===== src/rtl/shift_seq_ctrl_if.sv =====
// Purpose : request/response and shift-unit signal bundle for shift_seq_ctrl.
// Latency : none (wires only).
// Backpr. : req_valid/req_ready and rsp_valid/rsp_ready handshakes carried here.
//
// Modports:
//   slave  - the sequencer view: takes requests, drives the shift unit,
//            returns responses.
//   master - the surrounding view: ALU control path issuing requests and
//            consuming responses, plus the shift unit returning its result.
interface shift_seq_ctrl_if #(
  parameter int DATA_WIDTH = 16,
  parameter int AMT_WIDTH  = 5
);
  logic                  req_valid;
  logic                  req_ready;
  logic [DATA_WIDTH-1:0] req_data;
  logic [AMT_WIDTH-1:0]  req_amt;
  logic                  req_dir;

  logic [DATA_WIDTH-1:0] su_in1;
  logic [DATA_WIDTH-1:0] su_in2;
  logic [1:0]            su_shift_fun;
  logic                  su_shift_en;
  logic [DATA_WIDTH-1:0] su_shift_out;
  logic                  su_shift_flag;

  logic                  rsp_valid;
  logic                  rsp_ready;
  logic [DATA_WIDTH-1:0] rsp_data;
  logic                  rsp_err;

  modport slave (
    input  req_valid, req_data, req_amt, req_dir,
    input  su_shift_out, su_shift_flag,
    input  rsp_ready,
    output req_ready,
    output su_in1, su_in2, su_shift_fun, su_shift_en,
    output rsp_valid, rsp_data, rsp_err
  );

  modport master (
    output req_valid, req_data, req_amt, req_dir,
    output su_shift_out, su_shift_flag,
    output rsp_ready,
    input  req_ready,
    input  su_in1, su_in2, su_shift_fun, su_shift_en,
    input  rsp_valid, rsp_data, rsp_err
  );
endinterface


===== src/rtl/shift_seq_ctrl.sv =====
// Purpose : runs a multi-bit logical shift by stepping a one-bit shift unit.
// Latency : rsp_valid 2*min(amt,DATA_WIDTH)+1 cycles after request handshake.
// Backpr. : one operation at a time; req_ready low until response is taken.
//
// Ports:
//   clk, rst      - rising-edge clock, asynchronous active-low reset.
//   bus (slave)   - req_* request, su_* shift-unit drive/return, rsp_* response.
//   busy          - high whenever the controller is not idle.
//   steps_done    - number of shift steps performed (SHIFT_SEQ_EARLY_EXIT_EN only).
//
// Build option: define SHIFT_SEQ_EARLY_EXIT_EN to stop as soon as the shift
// unit returns zero (further steps cannot change a zero operand).
module shift_seq_ctrl #(
  parameter int         DATA_WIDTH = 16,
  parameter int         AMT_WIDTH  = 5,
  parameter logic [1:0] FUN_SHR    = 2'b00,
  parameter logic [1:0] FUN_SHL    = 2'b01
) (
  input  logic                 clk,
  input  logic                 rst,
  shift_seq_ctrl_if.slave      bus,
  output logic                 busy
`ifdef SHIFT_SEQ_EARLY_EXIT_EN
  ,
  output logic [AMT_WIDTH:0]   steps_done
`endif
);

  // Step counter must hold both any request amount and the DATA_WIDTH clamp.
  localparam int DW_BITS = $clog2(DATA_WIDTH + 1);
  localparam int CNT_W   = (AMT_WIDTH > DW_BITS) ? AMT_WIDTH : DW_BITS;
  localparam logic [CNT_W-1:0] CLAMP = CNT_W'(DATA_WIDTH);
  localparam logic [CNT_W-1:0] ONE   = CNT_W'(1);

  typedef enum logic [1:0] {
    IDLE  = 2'd0,
    ISSUE = 2'd1,
    WAIT  = 2'd2,
    DONE  = 2'd3
  } state_t;

  state_t                state;
  logic [DATA_WIDTH-1:0] acc;
  logic [CNT_W-1:0]      cnt;
  logic                  dir_q;
  logic                  err_q;
  logic                  req_ready_q;
  logic                  su_en_q;
  logic                  rsp_valid_q;
  logic                  busy_q;

  logic [CNT_W-1:0]      amt_ext;
  logic [CNT_W-1:0]      amt_clamped;
  logic                  last_step;

  assign amt_ext     = CNT_W'(bus.req_amt);
  assign amt_clamped = (amt_ext > CLAMP) ? CLAMP : amt_ext;

`ifdef SHIFT_SEQ_EARLY_EXIT_EN
  localparam int SD_W = AMT_WIDTH + 1;
  logic [SD_W-1:0] steps_q;
  assign steps_done = steps_q;
  // A zero result stays zero under any further logical shift.
  assign last_step  = (cnt == ONE) || (bus.su_shift_out == '0);
`else
  assign last_step  = (cnt == ONE);
`endif

  // acc and dir_q are registers, so every shift-unit and response output is
  // a register (or a constant-select of one) with no path from the inputs.
  assign bus.req_ready    = req_ready_q;
  assign bus.su_in1       = acc;
  assign bus.su_in2       = '0;
  assign bus.su_shift_fun = dir_q ? FUN_SHL : FUN_SHR;
  assign bus.su_shift_en  = su_en_q;
  assign bus.rsp_valid    = rsp_valid_q;
  assign bus.rsp_data     = acc;
  assign bus.rsp_err      = err_q;
  assign busy             = busy_q;

  always_ff @(posedge clk or negedge rst) begin
    if (!rst) begin
      state       <= IDLE;
      acc         <= '0;
      cnt         <= '0;
      dir_q       <= 1'b0;
      err_q       <= 1'b0;
      req_ready_q <= 1'b1;
      su_en_q     <= 1'b0;
      rsp_valid_q <= 1'b0;
      busy_q      <= 1'b0;
`ifdef SHIFT_SEQ_EARLY_EXIT_EN
      steps_q     <= '0;
`endif
    end else begin
      case (state)
        IDLE: begin
          if (bus.req_valid && req_ready_q) begin
            acc         <= bus.req_data;
            dir_q       <= bus.req_dir;
            cnt         <= amt_clamped;
            err_q       <= 1'b0;
            req_ready_q <= 1'b0;
            busy_q      <= 1'b1;
`ifdef SHIFT_SEQ_EARLY_EXIT_EN
            steps_q     <= '0;
`endif
            if (amt_clamped == '0) begin
              state       <= DONE;
              rsp_valid_q <= 1'b1;
            end else begin
              state   <= ISSUE;
              su_en_q <= 1'b1;
            end
          end
        end

        // Enable was raised on entry, so it is high for exactly this cycle.
        ISSUE: begin
          su_en_q <= 1'b0;
          state   <= WAIT;
        end

        // Shift unit registered its result on the ISSUE edge; take it now.
        WAIT: begin
          acc   <= bus.su_shift_out;
          cnt   <= cnt - ONE;
          err_q <= err_q | ~bus.su_shift_flag;
`ifdef SHIFT_SEQ_EARLY_EXIT_EN
          steps_q <= steps_q + SD_W'(1);
`endif
          if (last_step) begin
            state       <= DONE;
            rsp_valid_q <= 1'b1;
          end else begin
            state   <= ISSUE;
            su_en_q <= 1'b1;
          end
        end

        // req_ready stays low here, so a request presented alongside
        // rsp_ready is only taken in the following IDLE cycle.
        DONE: begin
          if (bus.rsp_ready) begin
            state       <= IDLE;
            rsp_valid_q <= 1'b0;
            busy_q      <= 1'b0;
            req_ready_q <= 1'b1;
          end
        end

        default: begin
          state       <= IDLE;
          req_ready_q <= 1'b1;
          su_en_q     <= 1'b0;
          rsp_valid_q <= 1'b0;
          busy_q      <= 1'b0;
        end
      endcase
    end
  end

endmodule


===== src/flat_wrapper.sv =====
// flat-port wrapper written by rule: the top's interface ports become plain ports
module shift_seq_ctrl_flat 
#(
  parameter int         DATA_WIDTH = 16,
  parameter int         AMT_WIDTH  = 5,
  parameter logic [1:0] FUN_SHR    = 2'b00,
  parameter logic [1:0] FUN_SHL    = 2'b01
)
  (clk, rst, busy, bus_req_valid, bus_req_data, bus_req_amt, bus_req_dir, bus_su_shift_out, bus_su_shift_flag, bus_rsp_ready, bus_req_ready, bus_su_in1, bus_su_in2, bus_su_shift_fun, bus_su_shift_en, bus_rsp_valid, bus_rsp_data, bus_rsp_err);
  shift_seq_ctrl_if #(.DATA_WIDTH(DATA_WIDTH), .AMT_WIDTH(AMT_WIDTH)) bus_i ();
  input  logic clk;
  input  logic rst;
  output logic busy;
  input wire logic [$bits(bus_i.req_valid)-1:0] bus_req_valid;
  input wire logic [$bits(bus_i.req_data)-1:0] bus_req_data;
  input wire logic [$bits(bus_i.req_amt)-1:0] bus_req_amt;
  input wire logic [$bits(bus_i.req_dir)-1:0] bus_req_dir;
  input wire logic [$bits(bus_i.su_shift_out)-1:0] bus_su_shift_out;
  input wire logic [$bits(bus_i.su_shift_flag)-1:0] bus_su_shift_flag;
  input wire logic [$bits(bus_i.rsp_ready)-1:0] bus_rsp_ready;
  output wire logic [$bits(bus_i.req_ready)-1:0] bus_req_ready;
  output wire logic [$bits(bus_i.su_in1)-1:0] bus_su_in1;
  output wire logic [$bits(bus_i.su_in2)-1:0] bus_su_in2;
  output wire logic [$bits(bus_i.su_shift_fun)-1:0] bus_su_shift_fun;
  output wire logic [$bits(bus_i.su_shift_en)-1:0] bus_su_shift_en;
  output wire logic [$bits(bus_i.rsp_valid)-1:0] bus_rsp_valid;
  output wire logic [$bits(bus_i.rsp_data)-1:0] bus_rsp_data;
  output wire logic [$bits(bus_i.rsp_err)-1:0] bus_rsp_err;
  assign bus_i.req_valid = bus_req_valid;
  assign bus_i.req_data = bus_req_data;
  assign bus_i.req_amt = bus_req_amt;
  assign bus_i.req_dir = bus_req_dir;
  assign bus_i.su_shift_out = bus_su_shift_out;
  assign bus_i.su_shift_flag = bus_su_shift_flag;
  assign bus_i.rsp_ready = bus_rsp_ready;
  assign bus_req_ready = bus_i.req_ready;
  assign bus_su_in1 = bus_i.su_in1;
  assign bus_su_in2 = bus_i.su_in2;
  assign bus_su_shift_fun = bus_i.su_shift_fun;
  assign bus_su_shift_en = bus_i.su_shift_en;
  assign bus_rsp_valid = bus_i.rsp_valid;
  assign bus_rsp_data = bus_i.rsp_data;
  assign bus_rsp_err = bus_i.rsp_err;
  shift_seq_ctrl #(.DATA_WIDTH(DATA_WIDTH), .AMT_WIDTH(AMT_WIDTH), .FUN_SHR(FUN_SHR), .FUN_SHL(FUN_SHL)) u_core (.clk(clk), .rst(rst), .bus(bus_i), .busy(busy));
endmodule

===== config.mk =====
export PLATFORM = sky130hd
export DESIGN_NAME = shift_seq_ctrl_flat
export DESIGN_NICKNAME = d
export VERILOG_FILES = /design/src/rtl/shift_seq_ctrl_if.sv /design/src/rtl/shift_seq_ctrl.sv /design/src/flat_wrapper.sv
export SDC_FILE = /design/constraint.sdc
export NUM_CORES = 1
export LEC_CHECK = 0
export BUFFER_PORTS_ARGS = -buffer_cell sky130_fd_sc_hd__buf_2
export CAP_MARGIN = 0
export CORE_ASPECT_RATIO = 1.25
export CORE_MARGIN = 10
export CORE_UTILIZATION = 48
export CTS_CLUSTER_SIZE = 30
export DETAILED_ROUTE_END_ITERATION = 8
export PLACE_DENSITY = 0.93
export SYNTH_ARGS = -nofsm -noshare
export SYNTH_HDL_FRONTEND = slang
export SYNTH_SLANG_ARGS = --single-unit

===== constraint.sdc =====
create_clock -name clk -period 3 [get_ports clk]
set_clock_uncertainty 0.2 [all_clocks]
set_input_delay 0.6 -clock clk [delete_from_list [all_inputs] [get_ports clk]]
set_output_delay 0.6 -clock clk [all_outputs]
set_load 0.01 [all_outputs]

* After elaboration in Yosys (flattened, before gate mapping)
Index checks and enable logic that the tools add are counted.
Storage, ports and cells: logic and storage cells 62, output and inout port bits 55, register bits after elaboration 29, bits of input ports 43
Operators by class: reduce and logical (&&, ||, !) cells 13, $add $sub $neg 1, multiplexer cells 26, order comparisons 1, bitwise gates (word level) 2, eq/ne operators 10
Operator list (number):
- case mux 16 bit (2 select lines) | 1
- 2-to-1 mux 16 bit | 1
- 2-to-1 mux 1 bit | 11
- 2-to-1 mux 5 bit | 2
- case mux 5 bit (2 select lines) | 1
- 2-to-1 mux 2 bit | 4
- case mux 2 bit (4 select lines) | 1
- != test 2 x 1 -> 1 bit, second input constant | 3
- != test 2 bit, second input constant | 3
- case mux 1 bit (2 select lines) | 3
- case mux 1 bit (3 select lines) | 2
- AND reduction 2 bit | 3
- nonzero test 3 bit | 2
- == test 5 x 1 -> 1 bit, second input constant | 1
- > comparator 5 bit, second input constant | 1
- zero test 5 bit | 1
- AND reduction 5 bit | 1
- subtractor 5 x 1 -> 5 bit, second input constant | 1
- == test 2 bit, second input constant | 2
- AND reduction 4 bit | 1
- nonzero test 2 bit | 2
- AND reduction 3 bit | 1
- == test 2 x 1 -> 1 bit, second input constant | 1
- zero test 2 bit | 1
- 3 further kinds | 3

* Logic depth before layout (Yosys ltp)
word-level depth 6, depth in mapped cells 6, gate-level depth less buffers 5

* Worst setup path before layout
Ideal clock, no wire load.
path kind input to register, start input bus_req_valid, end register u_core.cnt[2], slack 1.330 ns, buffers on the path 1, arrival time 1.390 ns, required time 2.720 ns, stages 4, setup time 0.080 ns, cell sequence nand4bb_1 > buf_2 > or4b_4 > o211ai_2
On the way: word-level cells in the longest chain between the ends 3
RTL lines:
- start, declared | line flat_wrapper.sv:14 | input wire logic [$bits(bus_i.req_valid)-1:0] bus_req_valid;
- logical AND 1 bit | line shift_seq_ctrl.sv:98 | if (bus.req_valid && req_ready_q) begin
- != test 2 x 1 -> 1 bit (no line)
- AND reduction 2 bit (no line)
- end signal, assigned | line shift_seq_ctrl.sv:101 | cnt <= amt_clamped;
- end signal, assigned | line shift_seq_ctrl.sv:127 | cnt <= cnt - ONE;
- end, declared | line shift_seq_ctrl.sv:44 | logic [CNT_W-1:0] cnt;
Every way passes these cells. A chain may end at the register's enable or synchronous reset.

* Worst setup path in the final report
start register u_core.state[0], end register u_core.acc[15], in the netlist u_core.bus.rsp_data[15]
On the way: word-level cells in the longest chain between the ends 3
RTL lines:
- start, declared | line shift_seq_ctrl.sv:42 | state_t state;
- start signal, assigned | line shift_seq_ctrl.sv:83 | state <= IDLE;
- start signal, assigned | line shift_seq_ctrl.sv:109 | state <= DONE;
- start signal, assigned | line shift_seq_ctrl.sv:112 | state <= ISSUE;
- == test 2 bit / zero test 2 bit (equally long branches) | line shift_seq_ctrl.sv:96 | case (state)
- nonzero test 2 bit (no line) / != test 2 x 1 -> 1 bit (equally long branches)
- AND reduction 2 bit (no line)
- end signal, assigned | line shift_seq_ctrl.sv:99 | acc <= bus.req_data;
- end signal, assigned | line shift_seq_ctrl.sv:126 | acc <= bus.su_shift_out;
- end, declared | line shift_seq_ctrl.sv:43 | logic [DATA_WIDTH-1:0] acc;
Several ways; a longest one is shown, not always the timed one.

==> impl_metrics.json <==
{
  "clockBufferDepth": 2,
  "max_slew_margin_pct": 57.90,
  "io_buffers": 80,
  "dpl.hpwl_um": 3540,
  "synth_edf_count": 0,
  "diodes": 0,
  "viasPerCell": 5.216,
  "p_per_area_nw_per_um2": 1094,
  "ys_ff_latch": 29,
  "insertion_delay_ps": 290,
  "core_um2": 3543,
  "critPathMostFrequentCell": "buf_4",
  "p_sw_mw": 0.9454,
  "hp-class": "input port to asynchronous set/reset pin",
  "vias": 1476,
  "critPathBufInv": 2,
  "cts_tree": "done",
  "max-vdd-ir-drop_uv": 472.3,
  "grt_setup_unrepaired": "no",
  "post_cts_buffers": 0,
  "crit_fanout": 22,
  "fin_cells": 283,
  "placedCellCount": 275,
  "nets": 288,
  "critPathRequiredTime_ps": 2950,
  "cts.repair.resized": 0,
  "status": "finished, final reports clean",
  "path_cells": "buf_4 > nor2b_2 > buf_4 > mux2i_1 > o21ai_1",
  "antenna_found_initial": 0,
  "clock_sinks": 29,
  "avgSynthCellArea_um2": 9.716,
  "overflow": 0,
  "drtPass1Iterations": 4,
  "cap_violations": 0,
  "synth-main-ff-cell": "dfrtp_1",
  "crit_path_start_kind": "flop",
  "yosys.area.top_type_share_pct": 39.41,
  "timing.setup.tns_ps": 0,
  "syn_to_final_growth_pct": 18.16,
  "place_area_um2": 1984,
  "p_int_mw": 1.353,
  "final_area_um2": 2101,
  "start_util_pct": 50.18,
  "worstMarginPinSlew_ps": 631.5,
  "rows": 24,
  "finalSetupViolations": 0,
  "max_freq_mhz": 483.0,
  "cellLeakagePower_nw": 1.052,
  "wl_per_cell_um": 15.69,
  "grt_max_degree": 30,
  "critPathArrivalTime_ps": 2020,
  "htree_levels": 2,
  "grt_usage_pct": 13.20,
  "ant_nets": 0,
  "gp_congestion": 0.8043,
  "drcViolationCount": 0,
  "pwr-share-clk_pct": 18.1,
  "fin_crit_ps": 2071,
  "yosysSeqAreaShare_pct": 40.89,
  "final_cell_mix": "buf_2 (80), dfrtp_1 (28), o21ai_1 (20), o21ai_0 (18), conb_1 (17)",
  "max_stage_delay_ps": 470,
  "drt_iter0_markers": 37,
  "power_frac_comb_pct": 48.6,
  "postRouteWirelength_um": 4440,
  "switching_share_pct": 41.13,
  "fin_crit_sh_pct": 69.02,
  "ys_warn_count": 0,
  "fp.dieArea_um2": 6554,
  "io_pins": 98,
  "grt_pass1_wl_um": 6817,
  "cts_root_buffer": "clkbuf_8",
  "synthArstFlopShare_pct": 100.0,
  "yosysTopAreaCell": "dfrtp_1",
  "cts_buffers": 5,
  "seq_power_share_pct": 33.3,
  "finalHoldViolations": 0,
  "drive_above_1_share_pct": 38.93,
  "end_kind": "flop",
  "crit_slowest_cell": "dfrtp_1",
  "syn-cell-area_um2": 1778,
  "hold_slack_ps": 130.9,
  "clk_pin_slew_ps": 60,
  "first_global_vias": 1510,
  "worstSetupPathType": "flop to flop",
  "drv_slew": 0,
  "die_x_um": 74.44,
  "postCtsHoldBufs": 0,
  "final_common_cell": "buf_2",
  "netlist-cell-type-count": 41,
  "synth_cells": 183,
  "synth_area_leaders": "dfrtp_1 (39%), buf_4 (15%), mux2i_1 (9.0%), o21ai_1 (5.6%), o21ai_0 (5.1%)",
  "cpLargestDelayFamily": "buffers and inverters",
  "final_util_pct": 59.29,
  "fp.dieH_um": 88.05
}
-- power by group through the flow --
stage               clock (mW)  combinational, mW  sequential, mW
floorplan                    0              0.888           0.785
global placement             0               1.10           0.761
detailed placement           0               1.14           0.774
CTS                      0.426               1.14           0.767
global route             0.447               1.23           0.803
finish                   0.416               1.12           0.765
-- worst paths after layout --
path / cells after the start / to / slack, ps / start
min reg2reg: 1 / u_core.dir_q / 290 / u_core.dir_q
min: 1 / u_core.cnt[1] / 130 / rst
max in group asynchronous: 1 / u_core.bus.rsp_valid / 2060 / rst
min in group clk: 1 / u_core.dir_q / 290 / u_core.dir_q
max reg2reg: 5 / u_core.bus.rsp_data[15] / 930 / u_core.state[0]
max: 5 / u_core.bus.rsp_data[15] / 930 / u_core.state[0]
-- cell type report --
class,instances,area [µm²]
inverters,5,18.77
fillers,320,1443
well taps,39,48.80
clock buffers,7,86.33
multi-input cells,119,767.0
clock inverters,1,30.03
repair buffers,83,422.9
flip-flops and latches,29,726.9
-- routing by layer --
metal | vias up | wire length (µm) | share of wire, % | global-route usage (%)
li1 | 711 | - | - | -
met1 | 690 | 1702 | 38 | 13.03
met2 | 67 | 2191 | 49 | 22.62
met3 | 8 | 479 | 11 | 6.908
met4 | 0 | 65 | 1.5 | 5.517
met5 | - | 0 | 0 | 0
-- metrics by stage --
stage	setup WS [ps]	total power, mW
floorplan	1330	1.673
global placement	878.8	1.860
detailed placement	810.8	1.912
CTS	906.5	2.335
global route	769.2	2.484
finish	929.5	2.298
-- registers in the layout, indices dropped and copies added (netlist names) --
register / count
u_core.bus.su_shift_en: 1
u_core.cnt: 5
u_core.state: 2
u_core.bus.rsp_valid: 1
u_core.bus.rsp_err: 1
u_core.bus.rsp_data: 16
u_core.dir_q: 1
u_core.bus.req_ready: 1
u_core.busy: 1
-- Yosys cell counts, drive strengths merged (2+ instances only) --
cell type / n
ha: 2
o21a: 2
mux2: 2
nand2: 2
clkbuf: 4
a211oi: 2
nor4b: 2
inv: 5
a21oi: 3
nor2: 7
buf: 42
dfrtp: 28
nand3: 2
nand2b: 4
o21ai: 38
mux2i: 16
o211ai: 3
-- worst register-to-register path: stages (launching register included) --
cell and delay [ps]:
dfrtp_1 470, buf_4 250, nor2b_2 380, buf_4 320, mux2i_1 230, o21ai_1 80
-- cells by family (layout without fill, tap and decap cells) --
family | Yosys count | in the layout | synth area share [%]
adders and majority gates | 2 | 2 | 1.407
DFF | 29 | 29 | 40.89
AOI/OAI and AO/OA | 55 | 55 | 18.30
muxes | 18 | 18 | 10.27
other | 1 | 17 | 0.2109
buffers and inverters | 51 | 96 | 19.35
and+or+nand+nor | 27 | 27 | 9.572
No activity file was read; power rests on OpenSTA's default activity.
